===== src/rtl/ex_if_pkg.sv =====
// Shared types and constants for the elevator controller: FSM states, travel direction,
// bit positions of the hardware control/feedback bytes and the default door dwell.
package ex_if_pkg;

  typedef enum logic [1:0] {
    ST_IDLE      = 2'd0,
    ST_MOVE_UP   = 2'd1,
    ST_MOVE_DOWN = 2'd2,
    ST_DOOR_OPEN = 2'd3
  } state_e;

  // Up encodes as 0 so the status byte reads all-zero straight out of reset.
  typedef enum logic {
    DIR_UP   = 1'b0,
    DIR_DOWN = 1'b1
  } dir_e;

  localparam int MOTOR_UP_BIT   = 0;
  localparam int MOTOR_DOWN_BIT = 1;
  localparam int DOOR_OPEN_BIT  = 2;
  localparam int AT_FLOOR_BIT   = 7;

  localparam int DOOR_CYCLES_DEFAULT = 16;

endpackage


===== src/rtl/ex_if_elevator_ctrl_if.sv =====
// Bundle of software request, hardware control/feedback and status signals of the elevator controller.
interface ex_if_elevator_ctrl_if #(
  parameter int FLOOR_W    = 2,
  parameter int NUM_FLOORS = 4
);

  logic                  sw_req_valid;
  logic [FLOOR_W-1:0]    sw_req_floor;
  logic                  sw_req_ready;
  logic [7:0]            data_from_exHW;
  logic [7:0]            data_to_exHW;
  logic [7:0]            data_to_SW;
  logic [NUM_FLOORS-1:0] pending;

  modport master (
    output sw_req_valid, sw_req_floor, data_from_exHW,
    input  sw_req_ready, data_to_exHW, data_to_SW, pending
  );

  modport slave (
    input  sw_req_valid, sw_req_floor, data_from_exHW,
    output sw_req_ready, data_to_exHW, data_to_SW, pending
  );

endinterface


===== src/rtl/ex_if_door_timer.sv =====
// Door dwell counter: start_i (re)loads the dwell, done_o flags the last open cycle has elapsed.
module ex_if_door_timer
  import ex_if_pkg::*;
#(
  parameter int DOOR_CYCLES = DOOR_CYCLES_DEFAULT
) (
  input  logic clk,
  input  logic rst,
  input  logic start_i,
  output logic done_o
);

  localparam logic [7:0] LOAD = 8'(DOOR_CYCLES - 1);

  logic [7:0] cnt_q, cnt_d;

  // NOTE: cnt_d gets its default first, so no path leaves it unassigned and no latch is inferred.
  always_comb begin
    cnt_d = cnt_q;
    if (start_i) begin
      cnt_d = LOAD;
    end else if (cnt_q != 8'd0) begin
      cnt_d = cnt_q - 8'd1;
    end
  end

  // NOTE: flops use non-blocking assignments so every register samples pre-edge values.
  always_ff @(posedge clk or posedge rst) begin
    if (rst) begin
      cnt_q <= 8'd0;
    end else begin
      cnt_q <= cnt_d;
    end
  end

  assign done_o = (cnt_q == 8'd0);

endmodule


===== src/rtl/ex_if_elevator_ctrl.sv =====
// Elevator controller top: request intake, car FSM and registered motor/door/status outputs.
// Build option EX_IF_STATUS_EN: data_to_SW carries FSM status instead of echoing data_from_exHW.
module ex_if_elevator_ctrl
  import ex_if_pkg::*;
#(
  parameter int FLOOR_W     = 2,
  parameter int NUM_FLOORS  = 4,
  parameter int DOOR_CYCLES = DOOR_CYCLES_DEFAULT
) (
  input  logic                 clk,
  input  logic                 reset,
  ex_if_elevator_ctrl_if.slave bus
);

  localparam int                 SPAN      = 1 << FLOOR_W;
  localparam logic [FLOOR_W-1:0] TOP_FLOOR = FLOOR_W'(NUM_FLOORS - 1);

  state_e                state_q, state_d;
  dir_e                  dir_q, dir_d;
  logic                  err_q, err_d;
  logic [FLOOR_W-1:0]    cur_floor_q, cur_floor_d;
  logic [NUM_FLOORS-1:0] pending_q, pending_d;
  logic [7:0]            exhw_q, exhw_d;
  logic [7:0]            status_q, status_d;

  logic [FLOOR_W-1:0] hw_floor, floor_now;
  logic               at_floor, accept, req_in_range, req_here, set_req;
  logic [SPAN-1:0]    pend_span;
  logic               pend_here, pend_above, pend_below;
  logic               timer_start, timer_done, clear_here;

  assign hw_floor = bus.data_from_exHW[FLOOR_W-1:0];
  assign at_floor = bus.data_from_exHW[AT_FLOOR_BIT];
  // Between floors every decision uses the last floor the car was aligned with.
  assign floor_now = at_floor ? hw_floor : cur_floor_q;

  assign bus.sw_req_ready = ~reset;
  assign accept           = bus.sw_req_valid & bus.sw_req_ready;
  assign req_in_range     = 32'(bus.sw_req_floor) < NUM_FLOORS;
  assign req_here         = req_in_range & (bus.sw_req_floor == floor_now);
  // A call for the floor the door is already open at only extends the dwell.
  assign set_req          = accept & req_in_range & ~((state_q == ST_DOOR_OPEN) & req_here);

  assign pend_span = SPAN'(pending_q);
  assign pend_here = pend_span[floor_now];

  always_comb begin
    pend_above = 1'b0;
    pend_below = 1'b0;
    for (int i = 0; i < NUM_FLOORS; i++) begin
      if (i > int'(floor_now)) pend_above = pend_above | pending_q[i];
      if (i < int'(floor_now)) pend_below = pend_below | pending_q[i];
    end
  end

  always_comb begin
    state_d     = state_q;
    timer_start = 1'b0;
    clear_here  = 1'b0;
    case (state_q)
      ST_IDLE: begin
        if (at_floor && pend_here) begin
          state_d     = ST_DOOR_OPEN;
          timer_start = 1'b1;
          clear_here  = 1'b1;
        end else if (pend_above && pend_below) begin
          state_d = (dir_q == DIR_UP) ? ST_MOVE_UP : ST_MOVE_DOWN;
        end else if (pend_above) begin
          state_d = ST_MOVE_UP;
        end else if (pend_below) begin
          state_d = ST_MOVE_DOWN;
        end
      end
      ST_MOVE_UP: begin
        if (at_floor && pend_here) begin
          state_d     = ST_DOOR_OPEN;
          timer_start = 1'b1;
          clear_here  = 1'b1;
        end else if ((floor_now == TOP_FLOOR) || (at_floor && !pend_above)) begin
          state_d = ST_IDLE;
        end
      end
      ST_MOVE_DOWN: begin
        if (at_floor && pend_here) begin
          state_d     = ST_DOOR_OPEN;
          timer_start = 1'b1;
          clear_here  = 1'b1;
        end else if ((floor_now == '0) || (at_floor && !pend_below)) begin
          state_d = ST_IDLE;
        end
      end
      ST_DOOR_OPEN: begin
        if (accept && req_here) begin
          timer_start = 1'b1;
        end else if (timer_done) begin
          state_d = ST_IDLE;
        end
      end
      default: state_d = ST_IDLE;
    endcase
  end

  always_comb begin
    dir_d = dir_q;
    if (state_d == ST_MOVE_UP) begin
      dir_d = DIR_UP;
    end else if (state_d == ST_MOVE_DOWN) begin
      dir_d = DIR_DOWN;
    end

    err_d       = err_q | (accept & ~req_in_range);
    cur_floor_d = floor_now;

    // Clear is applied after set so a same-cycle request for the served floor is absorbed.
    pending_d = pending_q;
    for (int i = 0; i < NUM_FLOORS; i++) begin
      if (set_req && (int'(bus.sw_req_floor) == i)) pending_d[i] = 1'b1;
      if (clear_here && (int'(floor_now) == i))     pending_d[i] = 1'b0;
    end

    exhw_d                 = 8'h00;
    exhw_d[MOTOR_UP_BIT]   = (state_d == ST_MOVE_UP);
    exhw_d[MOTOR_DOWN_BIT] = (state_d == ST_MOVE_DOWN);
    exhw_d[DOOR_OPEN_BIT]  = (state_d == ST_DOOR_OPEN);

`ifdef EX_IF_STATUS_EN
    status_d = {state_d, dir_d, err_d, 4'(cur_floor_d)};
`else
    status_d = bus.data_from_exHW;
`endif
  end

`ifdef EX_IF_STATUS_EN
  logic unused_hw_bits;
  assign unused_hw_bits = ^bus.data_from_exHW;
`endif

  ex_if_door_timer #(
    .DOOR_CYCLES(DOOR_CYCLES)
  ) u_door_timer (
    .clk    (clk),
    .rst    (reset),
    .start_i(timer_start),
    .done_o (timer_done)
  );

  always_ff @(posedge clk or posedge reset) begin
    if (reset) begin
      state_q     <= ST_IDLE;
      dir_q       <= DIR_UP;
      err_q       <= 1'b0;
      cur_floor_q <= '0;
      pending_q   <= '0;
      exhw_q      <= 8'h00;
      status_q    <= 8'h00;
    end else begin
      state_q     <= state_d;
      dir_q       <= dir_d;
      err_q       <= err_d;
      cur_floor_q <= cur_floor_d;
      pending_q   <= pending_d;
      exhw_q      <= exhw_d;
      status_q    <= status_d;
    end
  end

  assign bus.data_to_exHW = exhw_q;
  assign bus.data_to_SW   = status_q;
  assign bus.pending      = pending_q;

endmodule


===== src/flat_wrapper.sv =====
// flat-port wrapper written by rule: the top's interface ports become plain ports
module ex_if_elevator_ctrl_flat import ex_if_pkg::*;
#(
  parameter int FLOOR_W     = 2,
  parameter int NUM_FLOORS  = 4,
  parameter int DOOR_CYCLES = DOOR_CYCLES_DEFAULT
)
  (clk, reset, bus_sw_req_valid, bus_sw_req_floor, bus_data_from_exHW, bus_sw_req_ready, bus_data_to_exHW, bus_data_to_SW, bus_pending);
  ex_if_elevator_ctrl_if #(.FLOOR_W(FLOOR_W), .NUM_FLOORS(NUM_FLOORS)) bus_i ();
  input  logic clk;
  input  logic reset;
  input wire logic [$bits(bus_i.sw_req_valid)-1:0] bus_sw_req_valid;
  input wire logic [$bits(bus_i.sw_req_floor)-1:0] bus_sw_req_floor;
  input wire logic [$bits(bus_i.data_from_exHW)-1:0] bus_data_from_exHW;
  output wire logic [$bits(bus_i.sw_req_ready)-1:0] bus_sw_req_ready;
  output wire logic [$bits(bus_i.data_to_exHW)-1:0] bus_data_to_exHW;
  output wire logic [$bits(bus_i.data_to_SW)-1:0] bus_data_to_SW;
  output wire logic [$bits(bus_i.pending)-1:0] bus_pending;
  assign bus_i.sw_req_valid = bus_sw_req_valid;
  assign bus_i.sw_req_floor = bus_sw_req_floor;
  assign bus_i.data_from_exHW = bus_data_from_exHW;
  assign bus_sw_req_ready = bus_i.sw_req_ready;
  assign bus_data_to_exHW = bus_i.data_to_exHW;
  assign bus_data_to_SW = bus_i.data_to_SW;
  assign bus_pending = bus_i.pending;
  ex_if_elevator_ctrl #(.FLOOR_W(FLOOR_W), .NUM_FLOORS(NUM_FLOORS), .DOOR_CYCLES(DOOR_CYCLES)) u_core (.clk(clk), .reset(reset), .bus(bus_i));
endmodule

===== config.mk =====
export PLATFORM = sky130hd
export DESIGN_NAME = ex_if_elevator_ctrl_flat
export DESIGN_NICKNAME = d
export VERILOG_FILES = /design/src/rtl/ex_if_pkg.sv /design/src/rtl/ex_if_elevator_ctrl_if.sv /design/src/rtl/ex_if_door_timer.sv /design/src/rtl/ex_if_elevator_ctrl.sv /design/src/flat_wrapper.sv
export SDC_FILE = /design/constraint.sdc
export NUM_CORES = 1
export LEC_CHECK = 0
export CAP_MARGIN = 20
export CORE_MARGIN = 2
export CORE_UTILIZATION = 49
export CTS_CLUSTER_DIAMETER = 120
export DETAILED_ROUTE_END_ITERATION = 7
export PLACE_DENSITY_LB_ADDON = 0.3
export SETUP_SLACK_MARGIN = 0.1
export SLEW_MARGIN = 20
export SYNTH_ARGS = -nofsm -noshare
export SYNTH_HDL_FRONTEND = slang
export SYNTH_HIERARCHICAL = 1
export SYNTH_SLANG_ARGS = --single-unit
export TNS_END_PERCENT = 1

===== constraint.sdc =====
create_clock -name clk -period 4.7 [get_ports clk]
set_input_delay 0.47 -clock clk [delete_from_list [all_inputs] [get_ports clk]]
set_output_delay 0.47 -clock clk [all_outputs]
set_load 0.02 [all_outputs]

==> flow_metrics.env <==
export IMPL_die_width_um=59.7
export IMPL_rsz0062_at_grt="no"
export IMPL_via_per_inst=5.79
export IMPL_power_total_mw=1.04
export IMPL_tightest_slew_ps=592
export IMPL_synth_top_flop_cell="dfrtp_1"
export IMPL_layout_cells_non_filler=208
export IMPL_antenna_found_initial=0
export IMPL_synth_cell_types=52
export IMPL_finalHoldViolations=0
export IMPL_coreArea_sq_um=3000
export IMPL_synth_async_reset_ratio_pct=100
export IMPL_min_path_type="primary input to asynchronous set/reset pin"
export IMPL_ir_worst_vdd_mv=0.357
export IMPL_nets=191
export IMPL_end_kind="flip-flop"
export IMPL_routed_wl_mm=3.26
export IMPL_powerDensity_nw_per_um2=559
export IMPL_netlist_area_sq_um=1520
export IMPL_area_delta_synth_final_pct=22.6
export IMPL_yosysWarnings=6
export IMPL_relSlewSlack_pct=60.4
export IMPL_grt_overflow_total=0
export IMPL_period_minus_slack_ps=2930
export IMPL_synth_enable_flop_cells=0
export IMPL_max_stage_delay_ps=720
export IMPL_row_count=20
export IMPL_fin_skew_ps=1.37
export IMPL_post_drt_wl_per_cell_um=15.7
export IMPL_antenna_cells=0
export IMPL_place_congestion=0.874
export IMPL_setup_viol=0
export IMPL_htree_levels=1
export IMPL_cts_sinks=28
export IMPL_ant_nets=0
export IMPL_crit_chain="clkdlybuf4s50_1 -> mux2i_4 -> mux2i_1 -> nor3b_2 -> or3_1 -> o21ai_2 -> ha_1 -> o31a_1"
export IMPL_grt_max_degree=21
export IMPL_io_buffers=28
export IMPL_post_route_util_pct=62.1
export IMPL_start_util_pct=50.6
export IMPL_grt_pass1_vias=1282
export IMPL_dp_hpwl_mm=2.57
export IMPL_final_max_slew_viol_count=0
export IMPL_ctsResizeCount=0
export IMPL_clock_path_buffers=2
export IMPL_ioPinCount=34
export IMPL_cts_root_buffer="clkbuf_4"
export IMPL_placed_cell_area_sq_um=1810
export IMPL_syn_inst=145
export IMPL_grt_pass1_wl_mm=5.51
export IMPL_synthTopCellsByArea="dfrtp_1 (46%), a21oi_1 (4.3%), inv_1 (2.7%)"
export IMPL_cts_buffers=3
export IMPL_stdcell_area_sq_um=1860
export IMPL_cp_start_kind="primary input"
export IMPL_clk_insertion_delay_late_ps=320
export IMPL_dp_cells=204
export IMPL_post_route_drc_count=0
export IMPL_drtPass1Iterations=4
export IMPL_layout_worst_path_cycle_share_pct=62.3
export IMPL_num_vias=1205
export IMPL_fin_setup_tns_ps=0
export IMPL_die_h_um=59.7
export IMPL_maxCapViolCount=0
export IMPL_yosysSeqAreaShare_pct=46.1
export IMPL_drive_gt1_share_pct=12.6
export IMPL_critical_path_required_ps=4930
export IMPL_syn_mean_instance_area_sq_um=10.5
export IMPL_path_class="primary input to flip-flop"
export IMPL_status="finished clean"
export IMPL_post_cts_buffers=0
export IMPL_slowest_stage="clkdlybuf4s50_1"
export IMPL_synth_seq_cells=28
export IMPL_holdBufCountCts=0
export IMPL_die_area_sq_um=3560
export IMPL_arrival_ps=3160
export IMPL_cts_clk_slew_worst_paths_ps=150
export IMPL_synth_top_area_share_pct=46.1
export IMPL_crit_path_max_fanout=10
export IMPL_cts_tree="done"
export IMPL_grt_use_total_pct=20.1
export IMPL_power_leakage_nw=0.790
export IMPL_synth_top_cell_by_area="dfrtp_1"
export IMPL_drt_initial_drc_count=28
export IMPL_max_freq_ghz=0.341
## cell usage in the layout (no fill, tap or decap), types with 5 or more instances in the layout
master,Yosys,routed
a21oi_1,13,13
clkdlybuf4s50_1,0,28
conb_1,1,5
dfrtp_1,28,28
inv_1,11,11
nand2_1,5,5
nand2b_1,5,5
nor2_1,8,8
nor2b_1,5,5
o21ai_0,7,7
## final cells by class
| class | count | area [sq um] |
|---|---|---|
| Timing Repair Buffer | 29 | 288 |
| Clock buffer | 3 | 22.5 |
| Multi-Input combinational cell | 101 | 731 |
| Sequential cell | 28 | 701 |
| Fill cell | 256 | 1140 |
| Tap cell | 33 | 41.3 |
| Inverter | 13 | 51.3 |
| Clock inverter | 1 | 30.0 |
## critical path: cells and delay by family
kind | cells | cell delay, ps
buffers and inverters | 1 | 720
AO/OA/AOI/OAI | 2 | 420
multiplexers | 2 | 750
adder cells (fa/ha/maj) | 1 | 290
AND/OR/NAND/NOR | 2 | 510
## stage by stage
stage	worst slack (ps)	hold WS [ps]
finish	1770	437
global route	1600	433
CTS	1780	441
detailed placement	1410	550
global placement	1480	515
floorplan	2140	286
## routing by layer
layer	wire length, um	up-vias	global-route usage, %	share of wire, %
met5	0	-	0	0
met2	1780	28	37.0	55
met1	1340	598	24.0	41
li1	-	574	-	-
met4	31	0	6.03	0.95
met3	103	5	3.03	3.2
## logic make-up after synthesis
kind of cell    synth area share [%]
compound gates                  20.4
xor+xnor                        1.65
fa+ha+maj                       1.65
buf+inv                         6.83
flops                           46.1
mux                             5.27
other cells                    0.247
simple gates                    17.9
## synthesized netlist by cell type (2+ instances only)
cell / instances
dfrtp_1: 28
a21oi_1: 13
inv_1: 11
nor2_1: 8
o21ai_0: 7
buf_4: 5
nand2_1: 5
nand2b_1: 5
nor2b_1: 5
a31oi_1: 3
o21bai_1: 3
or3_1: 3
a41oi_1: 2
and3_1: 2
ha_1: 2
mux2_2: 2
mux2i_1: 2
nor3_1: 2
o31a_1: 2
o31ai_1: 2
or2_2: 2
## registers in the layout, summed over array words and instances, names as in the netlist
signal,count
u_core/bus.data_to_SW,8
u_core/u_door_timer/cnt_q,8
u_core/bus.pending,4
u_core/bus.data_to_exHW,3
u_core/cur_floor_q,2
u_core/state_q,2
u_core/dir_q,1
## final timing paths
check	start	to	slack, ps	depth (start not counted)
worst max-delay path	bus_data_from_exHW[7]	u_core/dir_q$_DFFE_PP0P_	1770	8
worst min-delay path	reset	u_core/u_door_timer/cnt_q[4]$_DFFE_PP0P_	440	2
worst max register to register	u_core/u_door_timer/cnt_q[3]$_DFFE_PP0P_	u_core/dir_q$_DFFE_PP0P_	1920	8
worst min register to register	u_core/u_door_timer/cnt_q[2]$_DFFE_PP0P_	u_core/u_door_timer/cnt_q[2]$_DFFE_PP0P_	570	2
max in group asynchronous	reset	u_core/bus.pending[2]$_DFFE_PP0P_	3870	3
min in group clk	bus_data_from_exHW[4]	u_core/bus.data_to_SW[4]$_DFF_PP0_	560	1
## report_power, final
group / internal, mW / switching (mW)
combinational: 0.237 / 0.268
clock: 0.0862 / 0.0695
sequential: 0.311 / 0.0711
Power figures use the tool's default switching activity.
